## src/rtl/gshare_predictor.sv

```systemverilog
// gshare direction predictor: 2-bit counters indexed by PC ^ global history.
// Registered fetch lookup, commit-side training and mispredict history repair.
module gshare_predictor #(
    parameter int PC_W  = 32,
    parameter int IDX_W = 6,
    parameter int GHR_W = 6
) (
    input  logic             clk,
    input  logic             reset,
    input  logic             lookup_valid,
    input  logic [PC_W-1:0]  lookup_pc,
    output logic             pred_valid,
    output logic             pred_taken,
    output logic [GHR_W-1:0] pred_ghr,
    input  logic             update_valid,
    input  logic [PC_W-1:0]  update_pc,
    input  logic [GHR_W-1:0] update_ghr,
    input  logic             update_taken,
    input  logic             update_mispredict
);

    localparam int DEPTH = 1 << IDX_W;

    logic [1:0]       cnt [DEPTH];
    logic [GHR_W-1:0] ghr;
    logic [IDX_W-1:0] lookup_idx;
    logic [IDX_W-1:0] update_idx;
    logic             lookup_bit;
    logic [1:0]       old_cnt;
    logic [1:0]       trained;
    logic [GHR_W-1:0] spec_ghr;
    logic [GHR_W-1:0] repair_ghr;
    logic             squash;
    logic             accept;
    logic             unused_bits;

    assign lookup_idx = lookup_pc[IDX_W+1:2] ^ IDX_W'(ghr);
    assign update_idx = update_pc[IDX_W+1:2] ^ IDX_W'(update_ghr);
    assign lookup_bit = cnt[lookup_idx][1];
    assign old_cnt    = cnt[update_idx];

    // Casting the concatenation drops the oldest bit; also covers GHR_W == 1.
    assign spec_ghr   = GHR_W'({ghr, lookup_bit});
    assign repair_ghr = GHR_W'({update_ghr, update_taken});

    assign squash = update_valid & update_mispredict;
    assign accept = lookup_valid & ~squash;

    always_comb begin
        trained = old_cnt;
        if (update_taken) begin
            if (old_cnt != 2'b11) trained = old_cnt + 2'b01;
        end else begin
            if (old_cnt != 2'b00) trained = old_cnt - 2'b01;
        end
    end

    always_ff @(posedge clk) begin
        if (reset) begin
            for (int i = 0; i < DEPTH; i++) cnt[i] <= 2'b01;
            ghr        <= '0;
            pred_valid <= 1'b0;
            pred_taken <= 1'b0;
            pred_ghr   <= '0;
        end else begin
            pred_valid <= accept;
            if (accept) begin
                pred_taken <= lookup_bit;
                pred_ghr   <= ghr;
            end
            if (squash) ghr <= repair_ghr;
            else if (lookup_valid) ghr <= spec_ghr;
            if (update_valid) cnt[update_idx] <= trained;
        end
    end

    assign unused_bits = ^{lookup_pc[PC_W-1:IDX_W+2], lookup_pc[1:0],
                           update_pc[PC_W-1:IDX_W+2], update_pc[1:0]};

endmodule

```

## config.mk

```make
export PLATFORM = sky130hd
export DESIGN_NAME = gshare_predictor
export DESIGN_NICKNAME = d
export VERILOG_FILES = /design/src/rtl/gshare_predictor.sv
export SDC_FILE = /design/constraint.sdc
export NUM_CORES = 1
export LEC_CHECK = 0
export CAP_MARGIN = 10
export CELL_PAD_IN_SITES_DETAIL_PLACEMENT = 1
export CELL_PAD_IN_SITES_GLOBAL_PLACEMENT = 1
export CORE_ASPECT_RATIO = 0.7
export CORE_MARGIN = 10
export CORE_UTILIZATION = 49
export CTS_BUF_LIST = sky130_fd_sc_hd__clkbuf_4 sky130_fd_sc_hd__clkbuf_8 sky130_fd_sc_hd__clkbuf_16
export CTS_CLUSTER_SIZE = 30
export DETAILED_ROUTE_END_ITERATION = 12
export GPL_TIMING_DRIVEN = 0
export HOLD_SLACK_MARGIN = 0.15
export MAX_ROUTING_LAYER = met4
export PLACE_DENSITY = 0.9
export SYNTH_ARGS = -nofsm -noshare
export SYNTH_HDL_FRONTEND = slang
export SYNTH_SLANG_ARGS = --single-unit
```

## constraint.sdc

```tcl
create_clock -name clk -period 7.2 [get_ports clk]
set_input_delay 1.44 -clock clk [delete_from_list [all_inputs] [get_ports clk]]
set_output_delay 1.44 -clock clk [all_outputs]
set_load 0.02 [all_outputs]
```

* Word-level counts from Yosys, hierarchy flattened
Memory sizes are Yosys's and may differ from the RTL's. Cells that the tools add are included. Widths: inputs -> output; s select.
Storage, ports and cells: register bits 14, memory bits (writable) 128, input bits 76, output and inout bits 8, logic and storage cells 29, memories kept 1
Memories:
- cnt | depth 64, bits a word 2, rd ports 2, clocked after memory_dff 0, wr ports 64, line 24 | logic [1:0] cnt [DEPTH];
Cells by class: add/sub/neg operators 2, equality and inequality tests 1, multiplexer cells 13, bitwise gates (word level) 5, reductions and logical operators 3
Operators by type and width (number):
- $mux 6 | 3
- $xor 6x6->6 | 2
- $mux 2 | 4
- $mux 1 | 6
- $reduce_bool 2->1 | 2
- $add 2x1->2 const B | 1
- $and 1x1->1 | 2
- $ne 2x2->1 const B | 1
- $reduce_or 2->1 | 1
- $sub 2x1->2 const B | 1
- $not 1->1 | 1

* Logic depth before layout (Yosys ltp)
An unclocked memory read counts as a cell.
depth in word-level cells 6, mapped depth 12, depth with buffers taken out 8

* Worst setup path after synthesis
OpenSTA, ideal clock, no wires.
path type input to register, start point in update_ghr[0], end point mem cnt[57][0] (data pin), library setup time 0.137 ns, data arrival time 3.979 ns, required time 7.063 ns, setup slack 3.084 ns, stages on the path 11, buffers on the path 3, path through xor2_1 -> buf_4 -> mux4_2 -> mux2_2 -> nand2_1 -> o211ai_1 -> or4_1 -> maj3_2 -> buf_6 -> buf_6 -> nand3_1
RTL lines:
- from (decl) | line 17 | input logic [GHR_W-1:0] update_ghr,
- to (decl) | line 24

==> qor.csv <==
stage,metric,value,unit
clocking,root buffer cell,clkbuf_16,
die,row cnt,38,
timing,Worst Max-Slew Pin Slew,1440,ps
clocking,Worst-path clk slew,60,ps
die,Die Area,21300,sq um
die,Initial Util,50.0,%
clocking,deepest clock path buffer count,2,
detailed_routing,Remaining DRCs,0,
setup_path,Startpoint Class,input pin,
power,P_int,1.67,mW
final_layout,Reg area,4120,sq um
final_layout,post-layout util,57.5,%
clocking,worst-skew pair later-pin latency,450,ps
detailed_routing,Vias,6501,
timing,Worst Skew,13.6,ps
die,die width,170,um
timing,Tmin final,6080,ps
clocking,CTS tree,built,
clocking,PostCTS Resize Cnt,0,
timing,Fin. Hold Viols,0,
setup_path,Worst EP arrival,6230,ps
setup_path,cell mode on critical path,clkbuf_1,
placement,dpl cells,913,
setup_path,crit-path max FO,10,
die,die height,125,um
yosys,synthesized area,7740,sq um
power,Sw Share,30.4,%
setup_path,"slowest stage delay, CP",850,ps
yosys,syn nets,760,
power,pwr dens,269,nW/um^2
timing,Tcrit/Tclk final,84.4,%
run_status,outcome,"finished, final reports clean",
final_layout,antenna cells,0,
timing,Fin Setup TNS,0,ps
timing,relative slew slack,3.05,%
timing,RSZ-0062 raised after global routing,false,
placement,hpwl dp,21.2,mm
placement,placer's final routability congestion estimate,1.01,
timing,Achievable Freq,0.165,GHz
placement,IO Port Bufs,29,
yosys,post-synthesis sequential area ratio,53.2,%
clocking,Num Clock Sinks,142,
detailed_routing,DR WL/cell,31.3,um
yosys,count of flip-flops with a built-in enable after synthesis,128,
yosys,ys flop type,edfxtp_1,
timing,Pins Over Slew Limit,0,
yosys,synthesized instance count,684,
min_path,Worst Hold Class,reg -> reg,
global_route,initial antenna violation count,0,
power,Reg power frac,39.2,%
die,IO Pins,84,
yosys,"Warnings, synthesis",0,
yosys,Yosys cell types,44,
yosys,asr flop ratio synth,0,%
final_layout,share of cells above drive strength 1,14.2,%
detailed_routing,DR pass1 iterations,5,
global_route,number of global-route vias before repair,6601,
clocking,hold buffers post-CTS,0,
timing,# setup viols final,0,
detailed_routing,initial DRC count,980,
final_layout,"commonest non-fill, non-tap cell in the layout",edfxtp_1,
global_route,gr ovfl total,0,
power,Pwr Total,2.39,mW
setup_path,required time at the worst-slack endpoint,7350,ps
timing,hold slack,461,ps
job,# Max-Cap Violations,0,
power,clock power share,39.2,%
setup_path,Buf/Inv on CP,4,
power,LEAKAGE,2.88,nW
power,worst vdd ir,0.000154,V
global_route,total track usage,28.8,%
clocking,total CTS buffers,17,
yosys,Syn Area/Cell,11.3,sq um
setup_path,CP max-delay cell,nor2_1,
setup_path,crit end category,flop,
final_layout,FILL cells,1617,
power,NetSw,0.727,mW
detailed_routing,vias per std cell,6.87,
global_route,global-route wire length before repair,43.2,mm
die,core outline area,15500,sq um
global_route,largest net degree at the start of global routing,17,
setup_path,"delay-heaviest family, CP",buffers and inverters,
final_layout,most frequent cells in the layout,"edfxtp_1 (128), nand2_1 (86), nor2_1 (81)",
final_layout,Multi-input gate area,3330,sq um
final_layout,area delta synth->final,15.1,%
setup_path,CP Class,in -> reg,
final_layout,fin nets,809,
yosys,Synth Register Bits,142,
power,power share of the combinational group,21.6,%
clocking,Post-CTS Setup Bufs,0,
detailed_routing,Final ANT Viol Nets,0,
clocking,htree depth,4,
detailed_routing,final WL,29.6,mm
setup_path,"Critical Path, Cell by Cell",clkdlybuf4s50_1 -> xnor2_1 -> clkbuf_1 -> clkbuf_1 -> nand2_1 -> nor2_1 -> clkbuf_1 -> a21o_1,
final_layout,post-route insts no fill,946,
-- power groups by stage --
stage	clock, mW	combinational (mW)	sequential [mW]
after floorplan	0	0.310	0.949
after detailed placement	0	0.493	0.955
final	0.937	0.518	0.938
after global placement	0	0.481	0.952
after global routing	0.964	0.535	0.940
after CTS	0.934	0.497	0.937
-- registers in the layout, indices dropped and copies added (netlist names) --
register and cells:
cnt 128, ghr 6, pred_ghr 6, pred_taken 1
pred_valid 1
-- final timing paths --
| path | start | endpoint | slack, ps | depth (start not counted) |
|---|---|---|---|---|
| hold reg to reg | pred_ghr[0] | pred_ghr[0] | 460 | 2 |
| setup / recovery | update_ghr[0] | cnt[20][1] | 1120 | 8 |
| setup reg to reg | ghr[1] | ghr[0] | 3440 | 8 |
| hold / removal | pred_ghr[0] | pred_ghr[0] | 460 | 2 |
-- logic make-up (layout without fill, tap and decap cells) --
| logic type | Yosys count | in the layout | synth area share, % |
|---|---|---|---|
| buffers and inverters | 62 | 124 | 3.99 |
| xor gates and xnor gates | 20 | 20 | 2.55 |
| and+or+nand+nor | 319 | 319 | 19.2 |
| adders and majority gates | 2 | 2 | 0.275 |
| muxes | 63 | 63 | 13.5 |
| DFF | 142 | 142 | 53.2 |
| AOI/OAI and AO/OA | 76 | 76 | 7.21 |
-- stage by stage --
| step | setup WS [ps] | cell area, sq um |
|---|---|---|
| after floorplan | 3080 | 7740 |
| after global placement | 1070 | 8290 |
| after detailed placement | 1050 | 8300 |
| after CTS | 1460 | 8910 |
| after global routing | 1180 | 8910 |
| final | 1120 | 8910 |
-- metal layers --
layer	share of wire [%]	vias to the layer above	GRT usage [%]	wire [um]
met5	0	-	-	0
met4	2.7	0	10.4	806
met3	14	72	10.0	4130
met2	44	532	41.7	13200
met1	39	3253	36.8	11500
li1	-	2644	-	-
-- area by class of cell --
cell class / count / area share, %
plain buffers: 61 / 3.43
clock buffers: 18 / 4.86
clock inverters: 14 / 1.95
inverters: 1 / 0.0421
multi-input cells: 480 / 37.3
flip-flops and latches: 142 / 46.3
well taps: 200 / 2.81
repair buffers: 30 / 3.31
-- Yosys cell counts (3+ instances only) --
master / count / area [sq um]
edfxtp_1: 128 / 3840
nand2_1: 86 / 323
nor2_1: 81 / 304
nand3_1: 71 / 355
nand2b_1: 46 / 288
clkbuf_1: 39 / 146
mux4_2: 32 / 721
mux2i_1: 18 / 180
nor4_1: 16 / 100
a21o_1: 15 / 113
dfxtp_1: 14 / 280
buf_2: 13 / 65.1
mux2_2: 13 / 146
a21oi_1: 12 / 60.1
a221oi_1: 12 / 105
xnor2_1: 10 / 87.6
nor3_1: 8 / 40.0
a211oi_1: 7 / 52.6
buf_6: 7 / 78.8
xor2_1: 7 / 61.3
a22oi_1: 5 / 37.5
a31oi_1: 4 / 25.0
o221ai_1: 4 / 35.0
o22ai_1: 4 / 25.0
a22o_1: 3 / 26.3
nand4_1: 3 / 18.8
-- worst min-delay path, stage by stage (launching register included) --
cell and delay, ps:
dfxtp_1 310, nand2_1 50, a21oi_1 60
Note: power is estimated with default switching activity, not from simulation.
